File: src/rtl/irq_request_latch.sv
// Request synchronizer, sticky pending latch and valid/ack presenter.
// Optional IRQ_OVERRUN_CNT_EN adds a saturating overrun_cnt output.
module irq_request_latch #(
  parameter int N      = 8,
  parameter int CODE_W = 3
) (
  input  logic              clk,
  input  logic              rst,
  input  logic [N-1:0]      req_in,
  input  logic [N-1:0]      mask,
  input  logic              irq_ack,
  output logic              irq_valid,
  output logic [CODE_W-1:0] irq_code,
  output logic [N-1:0]      pending
`ifdef IRQ_OVERRUN_CNT_EN
  ,
  output logic [7:0]        overrun_cnt
`endif
);

  typedef enum logic [1:0] {
    IDLE,
    PRESENT,
    CLEAR
  } state_t;

  state_t state_q, state_d;

  logic [N-1:0] s1_q, s2_q, s3_q;
  logic [N-1:0] s1_d, s2_d, s3_d;
  logic [N-1:0] pend_q, pend_d;
  logic [N-1:0] rise, elig, clr;

  logic              valid_q, valid_d;
  logic [CODE_W-1:0] code_q, code_d;
  logic [CODE_W-1:0] srv_q, srv_d;
  logic [CODE_W-1:0] hi;

  always_comb begin
    s1_d = req_in;
    s2_d = s1_q;
    s3_d = s2_q;
  end

  always_comb begin
    rise = s2_q & ~s3_q;
    elig = pend_q & ~mask;
    hi   = '0;
    for (int i = 0; i < N; i++) begin
      if (elig[i]) hi = CODE_W'(i);
    end
  end

  // A fresh edge landing in the CLEAR cycle must survive the clear.
  always_comb begin
    clr = '0;
    if (state_q == CLEAR) clr[srv_q] = 1'b1;
    pend_d = (pend_q & ~clr) | rise;
  end

  always_comb begin
    state_d = state_q;
    valid_d = valid_q;
    code_d  = code_q;
    srv_d   = srv_q;
    unique case (state_q)
      IDLE: begin
        if (|elig) begin
          state_d = PRESENT;
          valid_d = 1'b1;
          code_d  = hi;
          srv_d   = hi;
        end
      end
      PRESENT: begin
        if (irq_ack) begin
          state_d = CLEAR;
          valid_d = 1'b0;
          code_d  = '0;
        end
      end
      CLEAR: begin
        state_d = IDLE;
      end
      default: begin
        state_d = IDLE;
        valid_d = 1'b0;
        code_d  = '0;
      end
    endcase
  end

  always_ff @(posedge clk or posedge rst) begin
    if (rst) begin
      s1_q    <= '0;
      s2_q    <= '0;
      s3_q    <= '0;
      pend_q  <= '0;
      state_q <= IDLE;
      valid_q <= 1'b0;
      code_q  <= '0;
      srv_q   <= '0;
    end else begin
      s1_q    <= s1_d;
      s2_q    <= s2_d;
      s3_q    <= s3_d;
      pend_q  <= pend_d;
      state_q <= state_d;
      valid_q <= valid_d;
      code_q  <= code_d;
      srv_q   <= srv_d;
    end
  end

  assign irq_valid = valid_q;
  assign irq_code  = code_q;
  assign pending   = pend_q;

`ifdef IRQ_OVERRUN_CNT_EN
  logic [7:0] ovr_q, ovr_d;
  logic       ovr_hit;

  always_comb begin
    ovr_hit = |(rise & pend_q & ~clr);
    ovr_d   = ovr_q;
    if (ovr_hit && (ovr_q != 8'hFF)) ovr_d = ovr_q + 8'd1;
  end

  always_ff @(posedge clk or posedge rst) begin
    if (rst) ovr_q <= '0;
    else     ovr_q <= ovr_d;
  end

  assign overrun_cnt = ovr_q;
`endif

endmodule
File: config.mk
export PLATFORM = sky130hd
export DESIGN_NAME = irq_request_latch
export DESIGN_NICKNAME = d
export VERILOG_FILES = /design/src/rtl/irq_request_latch.sv
export SDC_FILE = /design/constraint.sdc
export NUM_CORES = 1
export LEC_CHECK = 0
export BUFFER_PORTS_ARGS = -buffer_cell sky130_fd_sc_hd__buf_2
export CAP_MARGIN = 10
export CORE_ASPECT_RATIO = 0.9
export CORE_UTILIZATION = 52
export DETAILED_ROUTE_END_ITERATION = 7
export PLACE_DENSITY_LB_ADDON = 0.25
export SYNTH_ARGS = -nofsm -noshare
export SYNTH_HDL_FRONTEND = slang
export SYNTH_SLANG_ARGS = --single-unit
export TNS_END_PERCENT = 20
File: constraint.sdc
create_clock -name clk -period 1.9 [get_ports clk]
set_clock_uncertainty 0.05 [all_clocks]
set_input_delay 0.19 -clock clk [delete_from_list [all_inputs] [get_ports clk]]
set_output_delay 0.19 -clock clk [all_outputs]
set_load 0.01 [all_outputs]
==> reports/results.tsv <==
stage	metric	value	unit
status	status	completed	
route	postRouteAntennaNets	0	
clock_tree	cts_buffer_depth	2	
clock_tree	tritoncts	yes	
worst_setup_path	crit_type	reg2reg	
worst_setup_path	cpPeakStageDelay	550	ps
layout	syn2layout_area_growth	25.02	%
layout	nNetsFinal	190	
floorplanning	die_w	59.18	µm
timing	fmax	0.6332	GHz
worst_setup_path	cp-end-kind	register	
layout	diodes	0	
logic_synthesis	yosys.area_share.adder	0	
worst_setup_path	ff2ff_path_depth	4	
floorplanning	initial_core_util	0.5524	
worst_setup_path	cp-start-kind	register	
logic_synthesis	syn_nets	143	
logic_synthesis	synth_compound_area_frac	0.1316	
timing	fin_crit_sh	0.8312	
clock_tree	cts_resized	0	
global_routing	grt_pass1_vias	975	
worst_setup_path	crit_fanout	4	
layout	nFillCells	216	
global_routing	grt_use_met1	0.2061	
floorplanning	io_pins	31	
logic_synthesis	synth_top_family_by_area	simple AND/OR/NAND/NOR gates	
route	drtPass1Iterations	4	
worst_setup_path	critPathSlowestCell	or4b_4	
timing	whs	116.0	ps
logic_synthesis	yosys_warnings	0	
global_routing	track_usage	0.2011	
global_routing	antenna_found_initial	0	
layout	drive_above_1_share	0.2849	
logic_synthesis	ys_ff_latch	41	
global_routing	grt_remaining_overflow	0	
pwr	powerDensity	1054	nW/µm²
floorplanning	die-area	3164	µm²
logic_synthesis	syn_avg_cell_area	12.34	µm²
timing	setup_tns	0	ps
timing	slew_violations	0	
clock_tree	clkSlewWorstSetupHoldPaths	110	ps
worst_setup_path	cp_cell_sequence	nor2b_4, or4b_4, o21ai_2, o211ai_1	
logic_synthesis	synth-xor-area-share	0	
timing	layout_min_cycle_time	1579	ps
clock_tree	clkLatencyLatePin	340	ps
worst_setup_path	path_depth	4	
route	routed_wl	2.622	mm
logic_synthesis	ys_types	31	
global_routing	grtUsageMet3	0.09046	
floorplanning	core	2770	µm²
layout	mostFrequentLayoutCells	41 x dfrtp_1, 30 x buf_2, 18 x o21ai_0	
clock_tree	clock-sinks	41	
route	drtIter0Drc	27	
worst_setup_path	critPathArrivalTime	1750	ps
place	place_hpwl	1.833	mm
hold_path	hp-class	in2reg	
timing	rsz0062_at_grt	false	
worst_setup_path	crit_required	2070	ps
timing	max-slew-margin-rel	0.6763	
global_routing	grt-busiest-layer	met2	
pwr	worst_ir_drop_vdd	0.6493	mV
timing	hold_viol_final	0	
timing	setup_viol	0	
hold_path	min_path_cells	3	
clock_tree	clockRootBuffer	clkbuf_4	
run	drv_cap	0	
floorplanning	die_h	53.47	µm
worst_setup_path	worst-path-buf-inv	0	
floorplanning	rows	18	
clock_tree	cts_buffers	5	
global_routing	met2_usage	0.3371	
timing	tightestPinTransition	485.5	ps
route	vias	1043	
logic_synthesis	synthCells	124	
logic_synthesis	ys_seq_area_frac	0.6705	
logic_synthesis	synthesis.area	1530	µm²
clock_tree	h-tree-depth	2	
place	gp_congestion	0.8271	
place	io_buffers	30	
logic_synthesis	synthMuxAreaShare	0.006541	
route	route.detailed.drc	0	
layout	final_common_cell	dfrtp_1	
route	wl_per_cell	12.37	µm
route	viasPerCell	4.920	
logic_synthesis	synthSimpleGateAreaFrac	0.1619	
global_routing	grt_first_pass_wirelength	4.271	mm
pwr	power.leakage	0.8923	nW
worst_setup_path	critical_path.top_delay_family	simple AND/OR/NAND/NOR gates	
global_routing	grt_start_max_net_pins	42	
## stage by stage
step / util / cell area, µm² / setup slack (ps) / power, mW / cells
4_1_cts: 0.6906 / 1913 / 337.0 / 2.042 / 212
5_1_grt: 0.6906 / 1913 / 279.3 / 2.139 / 212
3_5_place_dp: 0.6274 / 1738 / 367.0 / 1.451 / 195
6_report: 0.6906 / 1913 / 320.8 / 2.016 / 212
3_3_place_gp: 0.6274 / 1738 / 394.5 / 1.436 / 195
2_1_floorplan: - / 1530 / 366.4 / 1.307 / 124
## report_power, final
| group | internal [mW] | leakage (nW) | switching [mW] |
|---|---|---|---|
| clock network | 0.314 | 0.0455 | 0.259 |
| logic | 0.175 | 0.389 | 0.190 |
| registers | 0.982 | 0.457 | 0.0961 |
| total | 1.47 | 0.892 | 0.545 |
## worst min-delay path, stage by stage
cell     delay, ps
buf_2          120
nand2_1        120
nor2_1          50
## final timing paths
path / start / to / slack, ps
max: pending[1] / irq_code[0] / 320
min: irq_ack / state_q[1] / 120
max reg2reg: pending[1] / irq_code[0] / 320
min reg2reg: s1_q[1] / s2_q[1] / 310
max in group asynchronous: rst / srv_q[0] / 1010
min in group asynchronous: rst / s3_q[1] / 450
## cells by family (layout without fill, tap and decap cells)
group / after synthesis / after routing
buffers and inverters: 11 / 59
and+or+nand+nor: 39 / 39
AOI/OAI and AO/OA: 32 / 32
DFF: 41 / 41
muxes: 1 / 1
## sequential cells by signal, indices dropped and copies added, names as in the netlist
name	count
pending	8
s1_q	8
s2_q	8
s3_q	8
irq_code	3
srv_q	3
state_q	2
irq_valid	1
## synth_stat cells
master	number	share of area
dfrtp_1	41	0.67
o21ai_0	18	0.059
nand2_1	14	0.034
inv_1	10	0.025
nor2b_1	5	0.020
nand2b_1	4	0.016
or2b_2	4	0.023
nor2_1	3	0.0074
nor2b_4	2	0.018
o31ai_1	2	0.0098
a211oi_1	1	0.0049
a21boi_0	1	0.0049
a21boi_1	1	0.0049
a21oi_1	1	0.0033
a22o_1	1	0.0057
and4_1	1	0.0057
buf_4	1	0.0049
mux2i_1	1	0.0065
nand3b_1	1	0.0049
nand4_1	1	0.0041
nand4b_1	1	0.0057
nor3_1	1	0.0033
nor4b_2	1	0.0098
o211a_1	1	0.0065
o211ai_1	1	0.0049
o21a_1	1	0.0049
o21ai_1	1	0.0033
o21ai_2	1	0.0057
o31ai_2	1	0.0082
o41ai_1	1	0.0057
or4b_4	1	0.0090
## routing by layer
metal / part of all wire / wire length (µm)
met1: 0.42 / 1091
met4: 0.018 / 46
met3: 0.057 / 150
met5: 0 / 0
met2: 0.51 / 1333
## timing repair
item                      in CTS  in global routing
hold buffers                   9                  0
buffers inserted               0                  0
hold endpoints to repair      49                  0
## layout make-up
type / count / area (µm²) / area share
repair buffers: 41 / 255.2 / 0.1334
well taps: 40 / 50.05 / 0.02616
clock buffers: 7 / 55.05 / 0.02878
multi-input cells: 72 / 459.2 / 0.2400
clock inverters: 1 / 30.03 / 0.01570
inverters: 10 / 37.54 / 0.01962
flip-flops and latches: 41 / 1026 / 0.5363
Power figures use the tool's default switching activity.
